### src/rtl/alarm_bank_ctrl_pkg.sv
// Shared encodings for the alarm bank: channel states, RTC time layout and a
// helper that tells whether a stored HHMMSS value is a real time of day.
package alarm_bank_ctrl_pkg;

  localparam int TIME_W  = 18;
  localparam int FIELD_W = 6;
  localparam int HH_MSB  = 17;
  localparam int MM_MSB  = 11;
  localparam int SS_MSB  = 5;

  localparam logic [1:0] ST_IDLE    = 2'd0;
  localparam logic [1:0] ST_RINGING = 2'd1;
  localparam logic [1:0] ST_SNOOZED = 2'd2;

  // Out-of-range stored times are kept but must never fire.
  function automatic logic time_is_valid(input logic [TIME_W-1:0] t);
    return (t[HH_MSB -: FIELD_W] <= 6'd23) &&
           (t[MM_MSB -: FIELD_W] <= 6'd59) &&
           (t[SS_MSB -: FIELD_W] <= 6'd59);
  endfunction

endpackage

### src/rtl/alarm_bank_ctrl_if.sv
// Bus between the RTC / UI side (master) and the alarm bank (slave).
interface alarm_bank_ctrl_if
  import alarm_bank_ctrl_pkg::*;
#(
  parameter int NUM_ALARMS = 4,
  parameter int IDX_W      = (NUM_ALARMS > 1) ? $clog2(NUM_ALARMS) : 1
) ();

  logic                  sec_tick;
  logic [TIME_W-1:0]     rtc_data;
  logic                  wr_en;
  logic [IDX_W-1:0]      wr_idx;
  logic [TIME_W-1:0]     wr_time;
  logic                  wr_enable;
  logic                  snooze;
  logic                  dismiss;
  logic                  alarm_active;
  logic [IDX_W-1:0]      active_idx;
  logic [NUM_ALARMS-1:0] ringing;
  logic [NUM_ALARMS-1:0] snoozed;
  logic [NUM_ALARMS-1:0] missed;
  logic [NUM_ALARMS-1:0] en_status;
  logic                  buzzer_req;

  modport master (
    output sec_tick, rtc_data, wr_en, wr_idx, wr_time, wr_enable, snooze, dismiss,
    input  alarm_active, active_idx, ringing, snoozed, missed, en_status, buzzer_req
  );

  modport slave (
    input  sec_tick, rtc_data, wr_en, wr_idx, wr_time, wr_enable, snooze, dismiss,
    output alarm_active, active_idx, ringing, snoozed, missed, en_status, buzzer_req
  );

endinterface

### src/rtl/alarm_bank_ctrl_channel.sv
// One alarm channel: stored time, enable, IDLE/RINGING/SNOOZED machine, a
// shared ring/snooze second counter and the sticky missed flag. Write, snooze
// and dismiss strobes arrive already qualified for this channel.
module alarm_channel
  import alarm_bank_ctrl_pkg::*;
#(
  parameter int SNOOZE_SEC       = 300,
  parameter int RING_TIMEOUT_SEC = 60
) (
  input  logic              clk,
  input  logic              rst_n,
  input  logic              sec_tick_i,
  input  logic [TIME_W-1:0] rtc_data_i,
  input  logic              wr_en_i,
  input  logic [TIME_W-1:0] wr_time_i,
  input  logic              wr_enable_i,
  input  logic              snooze_i,
  input  logic              dismiss_i,
  output logic              ringing_o,
  output logic              snoozed_o,
  output logic              missed_o,
  output logic              en_o
);

  localparam int MAX_SEC = (SNOOZE_SEC > RING_TIMEOUT_SEC) ? SNOOZE_SEC : RING_TIMEOUT_SEC;
  localparam int CNT_W   = $clog2(MAX_SEC + 1);

  logic [1:0]        state_q, state_d;
  logic [CNT_W-1:0]  cnt_q, cnt_d;
  logic [TIME_W-1:0] time_q, time_d;
  logic              en_q, en_d;
  logic              missed_q, missed_d;
  logic              match;

  assign match = sec_tick_i && en_q && (time_q == rtc_data_i) && time_is_valid(time_q);

  // Next-state: write beats dismiss beats snooze beats timeout/expiry beats match.
  always_comb begin
    // NOTE: every _d gets its hold value first so no path leaves it unassigned (no latches).
    state_d  = state_q;
    cnt_d    = cnt_q;
    time_d   = time_q;
    en_d     = en_q;
    missed_d = missed_q;
    if (wr_en_i) begin
      time_d   = wr_time_i;
      en_d     = wr_enable_i;
      missed_d = 1'b0;
      if (!wr_enable_i) begin
        state_d = ST_IDLE;
        cnt_d   = '0;
      end
    end else begin
      case (state_q)
        ST_IDLE: begin
          if (match) begin
            state_d = ST_RINGING;
            cnt_d   = '0;
          end
        end
        ST_RINGING: begin
          if (dismiss_i) begin
            state_d = ST_IDLE;
            cnt_d   = '0;
          end else if (snooze_i) begin
            state_d = ST_SNOOZED;
            cnt_d   = CNT_W'(SNOOZE_SEC);
          end else if (sec_tick_i) begin
            if (cnt_q + CNT_W'(1) == CNT_W'(RING_TIMEOUT_SEC)) begin
              state_d  = ST_IDLE;
              cnt_d    = '0;
              missed_d = 1'b1;
            end else begin
              cnt_d = cnt_q + CNT_W'(1);
            end
          end
        end
        ST_SNOOZED: begin
          if (sec_tick_i) begin
            if (cnt_q == CNT_W'(1)) begin
              state_d = ST_RINGING;
              cnt_d   = '0;
            end else begin
              cnt_d = cnt_q - CNT_W'(1);
            end
          end
        end
        default: begin
          state_d = ST_IDLE;
          cnt_d   = '0;
        end
      endcase
    end
  end

  // Channel state registers, cleared asynchronously.
  always_ff @(posedge clk or negedge rst_n) begin
    if (!rst_n) begin
      state_q  <= ST_IDLE;
      cnt_q    <= '0;
      // NOTE: the stored alarm time is ordinary flops, so it resets with everything else.
      time_q   <= '0;
      en_q     <= 1'b0;
      missed_q <= 1'b0;
    end else begin
      // NOTE: non-blocking assignments keep all flops updating from the same pre-edge values.
      state_q  <= state_d;
      cnt_q    <= cnt_d;
      time_q   <= time_d;
      en_q     <= en_d;
      missed_q <= missed_d;
    end
  end

  assign ringing_o = (state_q == ST_RINGING);
  assign snoozed_o = (state_q == ST_SNOOZED);
  assign missed_o  = missed_q;
  assign en_o      = en_q;

endmodule

### src/rtl/alarm_bank_ctrl.sv
// Alarm bank top: NUM_ALARMS channels, lowest-index arbitration to one
// active channel, snooze/dismiss steered to that channel, registered buzzer.
module alarm_bank_ctrl
  import alarm_bank_ctrl_pkg::*;
#(
  parameter int NUM_ALARMS       = 4,
  parameter int SNOOZE_SEC       = 300,
  parameter int RING_TIMEOUT_SEC = 60,
  parameter int IDX_W            = (NUM_ALARMS > 1) ? $clog2(NUM_ALARMS) : 1
) (
  input logic               CLK,
  input logic               RESETN,
  alarm_bank_ctrl_if.slave  bus_if
);

  logic [NUM_ALARMS-1:0] ringing, snoozed, missed, en_status;
  logic [NUM_ALARMS-1:0] wr_sel, snooze_sel, dismiss_sel;
  logic                  alarm_active;
  logic [IDX_W-1:0]      active_idx;
  logic                  buzzer_q;

  // Lowest-index RINGING channel wins; scan high to low so the last hit is the lowest.
  always_comb begin
    active_idx = '0;
    for (int i = NUM_ALARMS - 1; i >= 0; i--) begin
      if (ringing[i]) active_idx = IDX_W'(i);
    end
  end

  assign alarm_active = |ringing;

  // Steer writes by WR_IDX and snooze/dismiss only to the active channel.
  always_comb begin
    for (int i = 0; i < NUM_ALARMS; i++) begin
      wr_sel[i]      = bus_if.wr_en && (bus_if.wr_idx == IDX_W'(i));
      snooze_sel[i]  = bus_if.snooze && alarm_active && (active_idx == IDX_W'(i));
      dismiss_sel[i] = bus_if.dismiss && alarm_active && (active_idx == IDX_W'(i));
    end
  end

  for (genvar g = 0; g < NUM_ALARMS; g++) begin : g_ch
    alarm_channel #(
      .SNOOZE_SEC       (SNOOZE_SEC),
      .RING_TIMEOUT_SEC (RING_TIMEOUT_SEC)
    ) u_ch (
      .clk         (CLK),
      .rst_n       (RESETN),
      .sec_tick_i  (bus_if.sec_tick),
      .rtc_data_i  (bus_if.rtc_data),
      .wr_en_i     (wr_sel[g]),
      .wr_time_i   (bus_if.wr_time),
      .wr_enable_i (bus_if.wr_enable),
      .snooze_i    (snooze_sel[g]),
      .dismiss_i   (dismiss_sel[g]),
      .ringing_o   (ringing[g]),
      .snoozed_o   (snoozed[g]),
      .missed_o    (missed[g]),
      .en_o        (en_status[g])
    );
  end

  // Buzzer request trails ALARM_ACTIVE by one cycle.
  always_ff @(posedge CLK or negedge RESETN) begin
    if (!RESETN) buzzer_q <= 1'b0;
    else         buzzer_q <= alarm_active;
  end

  assign bus_if.alarm_active = alarm_active;
  assign bus_if.active_idx   = active_idx;
  assign bus_if.ringing      = ringing;
  assign bus_if.snoozed      = snoozed;
  assign bus_if.missed       = missed;
  assign bus_if.en_status    = en_status;
  assign bus_if.buzzer_req   = buzzer_q;

endmodule

### src/flat_wrapper.sv
// flat-port wrapper written by rule: the top's interface ports become plain ports
module alarm_bank_ctrl_flat import alarm_bank_ctrl_pkg::*;
#(
  parameter int NUM_ALARMS       = 4,
  parameter int SNOOZE_SEC       = 300,
  parameter int RING_TIMEOUT_SEC = 60,
  parameter int IDX_W            = (NUM_ALARMS > 1) ? $clog2(NUM_ALARMS) : 1
)
  (CLK, RESETN, bus_if_sec_tick, bus_if_rtc_data, bus_if_wr_en, bus_if_wr_idx, bus_if_wr_time, bus_if_wr_enable, bus_if_snooze, bus_if_dismiss, bus_if_alarm_active, bus_if_active_idx, bus_if_ringing, bus_if_snoozed, bus_if_missed, bus_if_en_status, bus_if_buzzer_req);
  alarm_bank_ctrl_if #(.NUM_ALARMS(NUM_ALARMS), .IDX_W(IDX_W)) bus_if_i ();
  input logic CLK;
  input logic RESETN;
  input wire logic [$bits(bus_if_i.sec_tick)-1:0] bus_if_sec_tick;
  input wire logic [$bits(bus_if_i.rtc_data)-1:0] bus_if_rtc_data;
  input wire logic [$bits(bus_if_i.wr_en)-1:0] bus_if_wr_en;
  input wire logic [$bits(bus_if_i.wr_idx)-1:0] bus_if_wr_idx;
  input wire logic [$bits(bus_if_i.wr_time)-1:0] bus_if_wr_time;
  input wire logic [$bits(bus_if_i.wr_enable)-1:0] bus_if_wr_enable;
  input wire logic [$bits(bus_if_i.snooze)-1:0] bus_if_snooze;
  input wire logic [$bits(bus_if_i.dismiss)-1:0] bus_if_dismiss;
  output wire logic [$bits(bus_if_i.alarm_active)-1:0] bus_if_alarm_active;
  output wire logic [$bits(bus_if_i.active_idx)-1:0] bus_if_active_idx;
  output wire logic [$bits(bus_if_i.ringing)-1:0] bus_if_ringing;
  output wire logic [$bits(bus_if_i.snoozed)-1:0] bus_if_snoozed;
  output wire logic [$bits(bus_if_i.missed)-1:0] bus_if_missed;
  output wire logic [$bits(bus_if_i.en_status)-1:0] bus_if_en_status;
  output wire logic [$bits(bus_if_i.buzzer_req)-1:0] bus_if_buzzer_req;
  assign bus_if_i.sec_tick = bus_if_sec_tick;
  assign bus_if_i.rtc_data = bus_if_rtc_data;
  assign bus_if_i.wr_en = bus_if_wr_en;
  assign bus_if_i.wr_idx = bus_if_wr_idx;
  assign bus_if_i.wr_time = bus_if_wr_time;
  assign bus_if_i.wr_enable = bus_if_wr_enable;
  assign bus_if_i.snooze = bus_if_snooze;
  assign bus_if_i.dismiss = bus_if_dismiss;
  assign bus_if_alarm_active = bus_if_i.alarm_active;
  assign bus_if_active_idx = bus_if_i.active_idx;
  assign bus_if_ringing = bus_if_i.ringing;
  assign bus_if_snoozed = bus_if_i.snoozed;
  assign bus_if_missed = bus_if_i.missed;
  assign bus_if_en_status = bus_if_i.en_status;
  assign bus_if_buzzer_req = bus_if_i.buzzer_req;
  alarm_bank_ctrl #(.NUM_ALARMS(NUM_ALARMS), .SNOOZE_SEC(SNOOZE_SEC), .RING_TIMEOUT_SEC(RING_TIMEOUT_SEC), .IDX_W(IDX_W)) u_core (.CLK(CLK), .RESETN(RESETN), .bus_if(bus_if_i));
endmodule
### config.mk
export PLATFORM = sky130hd
export DESIGN_NAME = alarm_bank_ctrl_flat
export DESIGN_NICKNAME = d
export VERILOG_FILES = /design/src/rtl/alarm_bank_ctrl_pkg.sv /design/src/rtl/alarm_bank_ctrl_if.sv /design/src/rtl/alarm_bank_ctrl_channel.sv /design/src/rtl/alarm_bank_ctrl.sv /design/src/flat_wrapper.sv
export SDC_FILE = /design/constraint.sdc
export NUM_CORES = 1
export LEC_CHECK = 0
export CAP_MARGIN = 0
export CORE_UTILIZATION = 61
export CTS_BUF_LIST = sky130_fd_sc_hd__clkbuf_2
export CTS_CLUSTER_SIZE = 12
export DETAILED_ROUTE_END_ITERATION = 8
export GPL_ROUTABILITY_DRIVEN = 1
export GPL_TIMING_DRIVEN = 1
export PLACE_DENSITY = 0.83
export SLEW_MARGIN = 10
export SYNTH_ARGS = -nofsm -noshare
export SYNTH_HDL_FRONTEND = slang
export SYNTH_HIERARCHICAL = 1
export SYNTH_SLANG_ARGS = --single-unit
### constraint.sdc
create_clock -name CLK -period 4.1 [get_ports CLK]
set_input_delay 0.82 -clock CLK [delete_from_list [all_inputs] [get_ports CLK]]
set_output_delay 0.82 -clock CLK [all_outputs]
set_load 0.01 [all_outputs]
==> reports/metrics.sh <==
GRT_MAX_DEGREE=68
FINAL.MIN_CLOCK_PERIOD_NS=3.320
POWER.DENSITY_nW_PER_UM2=546.7
DESIGN.FINAL.NETS=981
POWER.SHARE.SWITCHING_PCT=42.43
PRECTSSETUPSLACK_NS=0.5211
ANTENNA_FOUND_INITIAL=2
DIE_H_UM=118.5
HOLD_WS_NS=0.1834
TOTALWIRELENGTH_MM=21.29
SLOWEST_STAGE='clkdlybuf4s50_1'
LEAKAGE_POWER_OF_THE_DESIGN_nW=3.776
AREA_GROWTH_SYN_TO_LAYOUT_PCT=12.66
GRT.OVERFLOW.TOTAL=0
CTS_TREE='built'
LAYOUT_COMMONEST_CELL='dfrtp_1'
GRT_FIRST_PASS_WIRELENGTH_MM=34.85
FINAL-HOLD-VIOLATION-COUNT=0
COMBPWRFRAC_PCT=47.1
SYNTH_NETS=929
AVGROUTEDWIREPERCELL_UM=19.37
SWITCHING_POWER_mW=2.165
CRIT_ARRIVAL_NS=2.50
WORST_PATH_LARGEST_CELL_DELAY_NS=0.56
CTSRESIZECOUNT=0
POST-SYNTH-TOP-AREA-FRACTION_PCT=37.76
POSTLAYOUTSETUPSLACKWORST_NS=0.7800
FMAX_ACHIEVED_MHz=301.2
SYNTH-ASYNC-RESET-RATIO_PCT=100.0
SYNTHTOPCELLSBYAREA='dfrtp_1 (38%), mux2_2 (10%), xnor2_1 (6.9%), ha_1 (4.2%), nand4_1 (2.6%)'
TOTAL_POWER_mW=5.101
ANTENNA_VIOLATING_NETS_POST_ROUTE=0
WORST_PATH_CELL_CHAIN='inv_1 -> ha_1 -> nand2b_1 -> a21oi_1 -> clkdlybuf4s50_1'
CTSROOTBUFFERMASTER='clkbuf_2'
SYN_INST=856
SYNTH-SIMPLE-AREA-SHARE_PCT=20.08
VDD_DROP_MAX_mV=0.3000
DRT_PRE_ANTENNA_ITERS=6
DIE-AREA_UM2=14050
SYNTHESIS.AREA_PER_INSTANCE_UM2=9.676
SYNTH.MUX.AREA_FRACTION_PCT=10.68
DETAIL_ROUTE.ITER0.VIOLATIONS=454
REGISTER_TO_REGISTER_SETUP_SLACK_NS=0.85
STATUS='finished, final reports clean'
MAX_CAP_VIOL_COUNT=0
FILLER_CELL_COUNT=1024
PWR-SHARE-CLK_PCT=17.8
DETAIL_ROUTED_VIA_COUNT_PER_CELL=6.419
SHARE_SEQ_OF_TOTAL_POWER_PCT=35.1
FINALCLOCKSKEW_NS=0.04691
FIN_CRIT_SH_PCT=80.97
CRITPATHKIND='flip-flop to output port'
FIN_AREA_UM2=9331
TIMING.CRITICAL_PATH.REQUIRED_NS=3.28
NUMBER_OF_PINS_WITH_NEGATIVE_MAX_SLEW_SLACK_IN_THE_FINAL_REPORT=0
TIGHTEST_SLEW_NS=0.8836
FINAL_CELLS=1099
SYNTH_EDF_COUNT=0
PLACED_CELL_AREA_UM2=9049
YOSYS_WARNINGS=6
POST_SYNTH_FA_HA_MAJ_AREA_FRACTION_PCT=4.230
CTS.REPAIR_TIMING.SETUP_BUFFER_COUNT=0
SETUP_VIOL=0
CP-START-KIND='flip-flop'
DIE_WIDTH_UM=118.5
WORSTPATHBUFFERINVERTERCOUNT=2
LAYOUT_COMMON_CELLS='dfrtp_1 (125), mux2_2 (74), xnor2_1 (65)'
IO_BUFFERS=64
OVERALL_TRACK_DEMAND_OVER_CAPACITY_IN_GLOBAL_ROUTING_PCT=31.44
CLK_PIN_SLEW_NS=0.23
CORE-AREA_UM2=13240
CTS_BUFFERS=17
YS_TYPES=62
SYNTH-XOR-AREA-SHARE_PCT=9.411
DETAILROUTE.VIA_COUNT=7055
MAX_ROOT_SINK_BUFFERS=2
ROWS=42
PLACED_CELLS=1065
CLOCK_TREE.HTREE_LEVEL_COUNT=4
FLOORPLAN.IO_PINS=65
POSTSYNTH.TOPFLOPCELL='dfrtp_1'
COMBINATIONAL_FAMILY_WITH_THE_MOST_AREA_AFTER_SYNTHESIS='simple AND/OR/NAND/NOR gates'
CLK-INSERTION-DELAY-LATE_NS=0.74
TOTAL_NEGATIVE_SETUP_SLACK_NS=0
ENDPOINT_KIND='output port'
SYNTH_SEQ_CELLS=125
CRITICAL_PATH_PEAK_FANOUT=9
CLKSINKCOUNT=125
HOLD_CLASS='input port to asynchronous set/reset pin'
NETLIST_AREA_UM2=8283
FINAL_LAYOUT_SIZE_SUFFIX_GT1_SHARE_PCT=15.31
YOSYSSEQAREASHARE_PCT=37.76
INTPOWER_mW=2.937
GPL.FINAL_WEIGHTED_CONGESTION=0.9621
CTS.HOLD.BUFFERS_ADDED=0
GRT_PASS1_VIAS=6943
INITIAL_CORE_UTILIZATION_PCT=62.55
RSZ0062_AT_GRT='false'
DRC_ERRORS=0
POST-DP-HPWL_MM=15.29
SYNTH_COMPOUND_GATE_AREA_SHARE_PCT=13.72
TIMING.CRITICAL_PATH.MAX_DELAY_FAMILY='buffers and inverters'
FINAL_CORE_UTILIZATION_PCT=70.46
SYNTH_TOP_CELL_BY_AREA='dfrtp_1'
TIMING.MAX_SLEW.REL_SLACK_PCT=41.09
==> final timing paths <==
check | start | endpoint | cells after the start
setup / recovery | u_core/g_ch[3].u_ch/state_q[1]$_DFFE_PN0P_ | bus_if_active_idx[0] | 5
hold / removal | RESETN | u_core/g_ch[1].u_ch/state_q[1]$_DFFE_PN0P_ | 1
setup reg to reg | u_core/g_ch[0].u_ch/state_q[1]$_DFFE_PN0P_ | u_core/g_ch[0].u_ch/cnt_q[4]$_DFFE_PN0P_ | 9
hold reg to reg | u_core/g_ch[2].u_ch/missed_o$_DFFE_PN0P_ | u_core/g_ch[2].u_ch/missed_o$_DFFE_PN0P_ | 2
max in group asynchronous | RESETN | u_core/g_ch[1].u_ch/time_q[4]$_DFFE_PN0P_ | 2
min in group CLK | u_core/g_ch[2].u_ch/missed_o$_DFFE_PN0P_ | u_core/g_ch[2].u_ch/missed_o$_DFFE_PN0P_ | 2
==> worst register-to-register path, delay by kind of cell (launching register included) <==
kind / cells / cell delay [ns]
flops: 1 / 0.46
simple gates: 4 / 1.42
fa+ha+maj: 1 / 0.36
compound gates: 3 / 0.85
buf+inv: 1 / 0.09
==> synthesized netlist by cell type (all sizes together), types with 3 or more instances <==
cell    count
a31oi       6
o22ai      15
o211ai     18
nor4        8
or3b        4
and4        3
mux2       75
o21ai      47
clkbuf     23
nor3b       7
or3        10
buf        17
ha         28
inv        42
a22o       11
and2       11
dfrtp     125
xor2       24
o21a        7
nand4      35
nor3       24
nand3      35
a21oi      19
o32ai       3
o31a        4
nand2      38
o311ai      7
mux2i       4
xnor2      65
nor2b       4
a221o       5
and3       19
nand2b     13
o31ai       5
or4        20
nor2       44
or2         9
and3b       4
a211o       3
==> power groups by stage <==
stage                     sequential, mW  combinational (mW)  clock, mW
after floorplan                     1.66                1.82          0
after global placement              1.79                2.30          0
after detailed placement            1.80                2.35          0
after CTS                           1.78                2.37      0.923
after global routing                1.83                2.63      0.976
final                               1.79                2.40      0.906
==> cell type report <==
type                    instances  area (µm²)  share of cell area (%)
diodes                          2       5.005                 0.05363
clock buffers                  17       85.08                  0.9118
clock inverters                15       192.7                   2.065
inverters                      43       161.4                   1.730
repair buffers                 73       718.2                   7.696
flip-flops and latches        125        3128                   33.52
well taps                     176       220.2                   2.360
multi-input cells             648        4821                   51.66
==> metal layers <==
metal | share of wire (%) | global-route usage (%) | vias up
met5 | 0 | 0 | -
met4 | 3.3 | 15.51 | 0
met3 | 5.5 | 5.936 | 61
met2 | 48 | 50.48 | 299
met1 | 43 | 40.78 | 3450
li1 | - | - | 3245
==> flip-flops by register name (all words and copies together) (netlist names) <==
signal	cells
u_core/g_ch.u_ch/state_q	8
u_core/g_ch.u_ch/missed_o	4
u_core/g_ch.u_ch/cnt_q	36
u_core/g_ch.u_ch/en_o	4
u_core/bus_if.buzzer_req	1
u_core/g_ch.u_ch/time_q	72
==> logic make-up (layout without fill, tap and decap cells) <==
group | count (synthesis) | in the layout
AO/OA/AOI/OAI | 159 | 159
XOR/XNOR | 89 | 89
adder cells (fa/ha/maj) | 28 | 28
buffers and inverters | 83 | 148
flip-flops | 125 | 125
multiplexers | 79 | 79
other | 0 | 2
AND/OR/NAND/NOR | 293 | 293
No activity file was read; power rests on OpenSTA's default activity.
